### src/rtl/mppt_po_scheduler.sv
// Perturb-and-observe MPPT duty scheduler: settle, average power, compare, step duty.
// Optional power deadband convergence enabled by defining MPPT_DEADBAND_EN.
module mppt_po_scheduler #(
    parameter int unsigned DUTY_INIT     = 128,
    parameter int unsigned DUTY_MIN      = 16,
    parameter int unsigned DUTY_MAX      = 240,
    parameter int unsigned STEP          = 4,
    parameter int unsigned SETTLE_CYCLES = 8,
    parameter int unsigned AVG_LOG2      = 2,
    parameter int unsigned DEADBAND      = 16
) (
    input  logic        clk,
    input  logic        rst,
    input  logic        enable,
    input  logic        sample_valid,
    input  logic [7:0]  v_sample,
    input  logic [7:0]  i_sample,
    output logic [7:0]  duty,
    output logic        duty_update,
    output logic        dir_up,
    output logic [15:0] power_avg,
    output logic        busy
);

    localparam int ACC_W = 16 + AVG_LOG2;
    localparam int NSAMP = 1 << AVG_LOG2;

    typedef enum logic [2:0] {IDLE, SETTLE, ACQUIRE, COMPARE, PERTURB} state_t;

    state_t           state_q, state_d;
    logic [7:0]       settle_cnt_q, settle_cnt_d;
    logic [4:0]       samp_cnt_q, samp_cnt_d;
    logic [ACC_W-1:0] acc_q, acc_d;
    logic [7:0]       duty_q, duty_d;
    logic             dir_q, dir_d;
    logic             upd_q, upd_d;
    logic [15:0]      power_avg_q, power_avg_d;
    logic [15:0]      prev_q, prev_d;
    logic             have_prev_q, have_prev_d;
    logic             hold_q, hold_d;

    logic [15:0] sample_power;
    logic [15:0] average;
    logic [8:0]  cand;
    logic        converged;
    logic [7:0]  new_duty;

    assign sample_power = 16'(v_sample) * 16'(i_sample);
    assign average      = 16'(acc_q >> AVG_LOG2);
    // Candidate kept at 9 bits so an overshoot past DUTY_MAX is visible before clamping.
    assign cand = dir_q ? ({1'b0, duty_q} + 9'(STEP)) : ({1'b0, duty_q} - 9'(STEP));

`ifdef MPPT_DEADBAND_EN
    logic [15:0] avg_diff;
    assign avg_diff = (average >= prev_q) ? (average - prev_q) : (prev_q - average);
`else
    logic [15:0] unused_deadband;
    assign unused_deadband = 16'(DEADBAND);
`endif

    always_ff @(posedge clk) begin
        if (rst) begin
            state_q      <= IDLE;
            settle_cnt_q <= '0;
            samp_cnt_q   <= '0;
            acc_q        <= '0;
            duty_q       <= 8'(DUTY_INIT);
            dir_q        <= 1'b1;
            upd_q        <= 1'b0;
            power_avg_q  <= '0;
            prev_q       <= '0;
            have_prev_q  <= 1'b0;
            hold_q       <= 1'b0;
        end else begin
            state_q      <= state_d;
            settle_cnt_q <= settle_cnt_d;
            samp_cnt_q   <= samp_cnt_d;
            acc_q        <= acc_d;
            duty_q       <= duty_d;
            dir_q        <= dir_d;
            upd_q        <= upd_d;
            power_avg_q  <= power_avg_d;
            prev_q       <= prev_d;
            have_prev_q  <= have_prev_d;
            hold_q       <= hold_d;
        end
    end

    always_comb begin
        state_d      = state_q;
        settle_cnt_d = settle_cnt_q;
        samp_cnt_d   = samp_cnt_q;
        acc_d        = acc_q;
        duty_d       = duty_q;
        dir_d        = dir_q;
        upd_d        = 1'b0;
        power_avg_d  = power_avg_q;
        prev_d       = prev_q;
        have_prev_d  = have_prev_q;
        hold_d       = hold_q;
        converged    = 1'b0;
        new_duty     = duty_q;
`ifdef MPPT_DEADBAND_EN
        converged    = have_prev_q && (avg_diff <= 16'(DEADBAND));
`endif

        case (state_q)
            IDLE: begin
                if (enable) begin
                    state_d      = SETTLE;
                    settle_cnt_d = '0;
                end
            end
            SETTLE: begin
                if (!enable) begin
                    state_d    = IDLE;
                    acc_d      = '0;
                    samp_cnt_d = '0;
                end else if (settle_cnt_q == 8'(SETTLE_CYCLES - 1)) begin
                    state_d    = ACQUIRE;
                    acc_d      = '0;
                    samp_cnt_d = '0;
                end else begin
                    settle_cnt_d = settle_cnt_q + 8'd1;
                end
            end
            ACQUIRE: begin
                if (!enable) begin
                    state_d    = IDLE;
                    acc_d      = '0;
                    samp_cnt_d = '0;
                end else if (sample_valid) begin
                    acc_d      = acc_q + ACC_W'(sample_power);
                    samp_cnt_d = samp_cnt_q + 5'd1;
                    if (samp_cnt_q == 5'(NSAMP - 1)) begin
                        state_d = COMPARE;
                    end
                end
            end
            COMPARE: begin
                power_avg_d = average;
                hold_d      = converged;
                if (!converged) begin
                    if (have_prev_q && (average < prev_q)) begin
                        dir_d = ~dir_q;
                    end
                    prev_d      = average;
                    have_prev_d = 1'b1;
                end
                state_d = PERTURB;
            end
            PERTURB: begin
                if (!hold_q) begin
                    if (cand > 9'(DUTY_MAX)) begin
                        new_duty = 8'(DUTY_MAX);
                        dir_d    = 1'b0;
                    end else if (cand < 9'(DUTY_MIN)) begin
                        new_duty = 8'(DUTY_MIN);
                        dir_d    = 1'b1;
                    end else begin
                        new_duty = cand[7:0];
                    end
                end
                duty_d       = new_duty;
                upd_d        = (new_duty != duty_q);
                settle_cnt_d = '0;
                state_d      = enable ? SETTLE : IDLE;
            end
            default: state_d = IDLE;
        endcase
    end

    assign duty        = duty_q;
    assign duty_update = upd_q;
    assign dir_up      = dir_q;
    assign power_avg   = power_avg_q;
    assign busy        = (state_q != IDLE);

endmodule

### config.mk
export PLATFORM = sky130hd
export DESIGN_NAME = mppt_po_scheduler
export DESIGN_NICKNAME = d
export VERILOG_FILES = /design/src/rtl/mppt_po_scheduler.sv
export SDC_FILE = /design/constraint.sdc
export NUM_CORES = 1
export LEC_CHECK = 0
export CAP_MARGIN = 10
export CORE_AREA = 2 2 110 102
export CTS_BUF_LIST = sky130_fd_sc_hd__clkbuf_16
export CTS_CLUSTER_SIZE = 16
export DETAILED_ROUTE_END_ITERATION = 12
export DIE_AREA = 0 0 112 104
export PLACE_DENSITY = 0.75
export RECOVER_POWER = 25
export SLEW_MARGIN = 0
export SYNTH_ARGS = -nofsm -noshare
export SYNTH_HDL_FRONTEND = slang
export SYNTH_SLANG_ARGS = --single-unit
### constraint.sdc
create_clock -name clk -period 12.8 [get_ports clk]
set_clock_uncertainty 0.05 [all_clocks]
set_input_delay 3.84 -clock clk [delete_from_list [all_inputs] [get_ports clk]]
set_output_delay 3.84 -clock clk [all_outputs]
set_load 0.05 [all_outputs]
### Word level (Yosys, flattened, before mapping)

Cells that the tools add are included.
Widths: inputs -> output; s select.

| operators by class | value |
|---|---|
| reductions and logical operators | 11 |
| shift-type cells | 0 |
| eq/ne operators | 15 |
| multiply operators | 1 |
| order comparisons | 3 |
| muxes and demuxes | 30 |
| bitwise logic cells | 2 |
| divide/modulo/power cells | 0 |
| $add $sub $neg | 5 |

Operators with widths:

| operator | count |
|---|---|
| $mux 18 | 4 |
| $mux 8 | 6 |
| $pmux 18 s2 | 1 |
| $pmux 8 s3 | 1 |
| $mux 5 | 4 |
| $add 18x16->18 | 1 |
| $mux 3 | 6 |
| $lt 16x16->1 | 1 |
| $mul 8x8->16 | 1 |
| $pmux 3 s5 | 1 |
| $ne 3x3->1 const B | 4 |
| $pmux 5 s2 | 1 |
| $add 8x3->9 const B | 1 |
| $gt 9x8->1 const B | 1 |
| $lt 9x5->1 const B | 1 |
| $mux 9 | 1 |
| $sub 8x3->9 const B | 1 |
| $add 8x1->8 const B | 1 |
| $eq 8x3->1 const B | 1 |
| $ne 2x2->1 const B | 4 |
| $ne 8x8->1 | 1 |
| $reduce_and 4->1 | 2 |
| $eq 3x2->1 const B | 2 |
| $reduce_and 3->1 | 2 |
| other kinds (12) | 18 |

| storage, ports and cells | value |
|---|---|
| output and inout port bits | 27 |
| memories kept | 0 |
| RAM bits | 0 |
| bits in read-only memories | 0 |
| register bits | 61 |
| logic and storage cells | 76 |
| bits in latches | 0 |

### Depth between registers and ports, before layout

| logic depth | value |
|---|---|
| depth in word-level cells | 7 |
| depth in mapped cells | 19 |

### Worst setup path before layout

Ideal clock, no wire load.

| timing path | value |
|---|---|
| path type | input to register |
| start point | input i_sample[1] |
| end point | register acc_q[17] |
| buffers on the path | 1 |
| path slack | 4.838 ns |
| cell stages on the path | 17 |
| arrival time | 7.837 ns |
| path through | clkbuf_1 nand2_1 fa_1 inv_1 fa_1 inv_1 fa_1 fa_1 inv_1 ha_1 o21a_1 o31ai_1 a21oi_1 a21oi_1 or3_1 a211o_1 a31oi_1 |

| on the way | value |
|---|---|
| cells in the longest elaborated chain, start to end | 5 |

Ends and longest elaborated chain:

| what | RTL line | source |
|---|---|---|
| from (decl) | 17 | `input logic [7:0] i_sample,` |
| $mul 8x8->16 | 48 | `assign sample_power = 16'(v_sample) * 16'(i_sample);` |
| $add 18x16->18 | 133 | `acc_d = acc_q + ACC_W'(sample_power);` |
| $mux 18 | 132 | `end else if (sample_valid) begin` |
| $mux 18 | 128 | `if (!enable) begin` |
| $pmux 18 s2 | 107 | `case (state_q)` |
| to (signal assigned) | 66 | `acc_q <= '0;` |
| to (signal assigned) | 78 | `acc_q <= acc_d;` |
| to (decl) | 33 | `logic [ACC_W-1:0] acc_q, acc_d;` |

Every way passes these cells. The select of a mux whose other input is x is not followed.
A chain may end at the register's enable or synchronous reset.

### Worst setup path in the final report

| timing path | value |
|---|---|
| start point | input v_sample[0] |
| end point | register acc_q[17] |

| on the way | value |
|---|---|
| cells in the longest elaborated chain, start to end | 5 |

Ends and longest elaborated chain:

| what | RTL line | source |
|---|---|---|
| from (decl) | 16 | `input logic [7:0] v_sample,` |
| $mul 8x8->16 | 48 |  |
| $add 18x16->18 | 133 |  |
| $mux 18 | 132 |  |
| $mux 18 | 128 |  |
| $pmux 18 s2 | 107 |  |

Every way passes these cells. The select of a mux whose other input is x is not followed.

==> reports/qor.csv <==
metric,value,unit
outcome,"finished, violations left",
violations,"max-capacitance violations, max-slew violations",
syn_to_final_growth,16.0,%
synth-edff-count,0,
clock_latency,0.32,ns
pin_count,47,
p_comb_share,37.2,%
ant_nets,0,
cp-start-kind,input pin,
layout.nets,850,
antenna_cells,0,
reg2reg_slack,8.19,ns
crit_start,v_sample[0],
rr_startpoint,acc_q[7],
synth.distinct_cells,60,
cp.arrival,8.64,ns
wire_per_inst,14.3,um
finalWirelength,12.2,mm
cp-end-kind,flop,
worst_slew_pin_slew,1.79,ns
rsz0062_at_grt,no,
yosysWarnings,0,
die_h,104,um
final_design_area_no_fill,0.00657,mm^2
die_w,112,um
fin_tns_setup,0,ns
fillers,920,
finalMaxSlewViolations,42,
row_count,36,
intPower,0.494,mW
fin_crit_sh,66.2,%
clkPwrFrac,36.6,%
holdWs,0.426,ns
post_cts_buffers,0,
numCtsBuffers,9,
layout-drive-gt1-share,3.33,%
synth_flop_cell,dfxtp_1,
track_usage,21.8,%
synth.largest_area_cell,dfxtp_1,
holdBufCountCts,0,
vias_per_cell,5.41,
drt-initial-drc-count,316,
antenna_found_initial,0,
cts_tree,built,
die_area,0.0116,mm^2
syn_inst,671,
first_pass_iters,5,
netlist_top_cells_area,"dfxtp_1, fa_1, ha_1",
power_switching,0.238,mW
clock_sinks,61,
endpoint,acc_q[17],
cts_root_buf,clkbuf_16,
routed-via-count,4624,
grt.overflow.total,0,
cp.required,12.97,ns
post-dp-hpwl,9.66,mm
worstRegToRegCells,16,
grt_max_degree,42,
relSlewSlack,-19.2,%
synthArstFlopShare,0,%
hp-class,reg -> reg,
cts_htree_levels,3,
synth_top_area_share,21.6,%
hold_viol_final,0,
power_frac_seq,26.2,%
leakage,3.00,nW
syn_area,0.00566,mm^2
critPathKind,in -> reg,
ys_ff_latch,61,
clk_pin_slew,0.05,ns
postSynthNetCount,805,
drc_errors,0,
setup_viol,0,
switching_share,32.5,%
core_area,0.0105,mm^2
irDropWorstVdd,0.0669,mV
clk_path_buf_depth,2,
power_density,111,mW/mm^2
synth_seq_area_share,21.6,%
finalPower,0.732,mW
maxCapViolCount,1,
crit_fanout,8,
grt_pass1_vias,4540,
gp_congestion,0.883,
max_freq,118,MHz
grt_first_pass_wirelength,21.1,mm
synth_area_per_cell,8.44,um^2
fin_crit,8.47,ns
numPortBuffers,46,
cts_resized,0,
r2r-end,acc_q[17],
place_area,0.00625,mm^2
start_util,53.7,%
[power groups by stage]
stage          Sequential [mW]  Combinational (mW)  Clock [mW]
6_report                 0.191               0.272       0.268
5_1_grt                  0.191               0.312       0.283
3_3_place_gp             0.195               0.265           0
3_5_place_dp             0.195               0.269           0
4_1_cts                  0.191               0.273       0.272
2_1_floorplan            0.195               0.210           0
[layout by cell type (no fill, tap or decap), types with 3 or more instances in the layout]
| cell | count |
|---|---|
| inv_1 | 118 |
| nand2_1 | 81 |
| ha_1 | 63 |
| dfxtp_1 | 61 |
| fa_1 | 51 |
| nor2_1 | 47 |
| clkdlybuf4s50_1 | 45 |
| and2_1 | 37 |
| a21oi_1 | 35 |
| o21ai_0 | 15 |
| xor2_1 | 14 |
| xnor2_1 | 10 |
| a21o_1 | 9 |
| nor3_1 | 9 |
| clkbuf_16 | 9 |
| nor2b_1 | 7 |
| a22o_1 | 7 |
| nand4_1 | 7 |
| a211oi_1 | 7 |
| nand3_1 | 6 |
| nand2b_1 | 6 |
| a22oi_1 | 6 |
| and3_1 | 5 |
| or3_1 | 4 |
| o21a_1 | 4 |
| nor4_1 | 4 |
| o31ai_1 | 3 |
| o21bai_1 | 3 |
| bufinv_16 | 3 |
[kinds of logic (layout without fill, tap and decap cells)]
family	Yosys count	after routing	share of synthesized area, %
muxes	1	1	0.177
adders and majority gates	114	114	31.9
DFF	61	61	21.6
AOI/OAI and AO/OA	112	112	13.5
buffers and inverters	130	180	8.62
and+or+nand+nor	228	228	20.1
xor gates and xnor gates	25	25	4.11
[worst min-delay path by stage]
stage                  endpoint  slack (ns)  cells after the start         from
floorplan           have_prev_q        0.38                      2  have_prev_q
global placement    have_prev_q        0.39                      2  have_prev_q
detailed placement    prev_q[3]        0.42                      2     acc_q[5]
CTS                   prev_q[2]        0.43                      2    prev_q[2]
global route          prev_q[8]        0.45                      2    prev_q[8]
finish                prev_q[2]        0.43                      2    prev_q[2]
[through the flow]
step                      std cells  setup WS, ns  utilization (%)
after global routing            854          4.06             62.4
after global placement          838          4.18             59.3
after detailed placement        838          4.04             59.3
after floorplan                 671          4.84                -
after CTS                       854          4.37             62.4
final                           854          4.33             62.4
[flip-flops by register name, indices dropped and copies added (netlist names)]
name,count
acc_q,18
dir_up,1
duty,8
duty_update,1
have_prev_q,1
prev_q,16
samp_cnt_q,5
settle_cnt_q,8
state_q,3
[cell usage after synthesis (all sizes together) (6+ instances only)]
cell    instances
clkbuf         13
a22oi           6
a21o            9
o21ai          17
dfxtp          61
xnor2          10
inv           117
and3            6
fa             51
nand2          81
nor2b           8
nand2b          6
nand3           7
a21oi          36
xor2           14
nand4           7
a211oi          9
nor3           10
nor2           47
a22o            7
ha             63
and2           37
[routing by layer]
metal	vias up	GRT usage (%)	wire length, um
li1	2290	-	-
met5	-	0	0
met2	107	35.2	5840
met3	17	3.26	520
met4	0	6.10	205
met1	2210	30.7	5610
[critical path: stages]
cell and delay, ns:
clkdlybuf4s50_1 0.59, nand2_1 0.12, fa_1 0.51, fa_1 0.54, inv_1 0.06, fa_1 0.55, inv_1 0.06, fa_1 0.53
inv_1 0.04, ha_1 0.33, o21a_1 0.14, o31ai_1 0.09, a21oi_1 0.33, a21oi_1 0.13, or3_1 0.34, a211o_1 0.30
a31oi_1 0.12
[final cells by class]
type                       instances  area (um^2)  area share (%)
clock buffer                       9          225            3.43
multi-input combinational        480         3950            60.1
tap                              133          166            2.53
inverter                         117          439            6.68
sequential                        61         1220            18.6
clock inverter                     7          106            1.62
timing repair buffer              47          464            7.06
(Power assumes the default switching activity.)
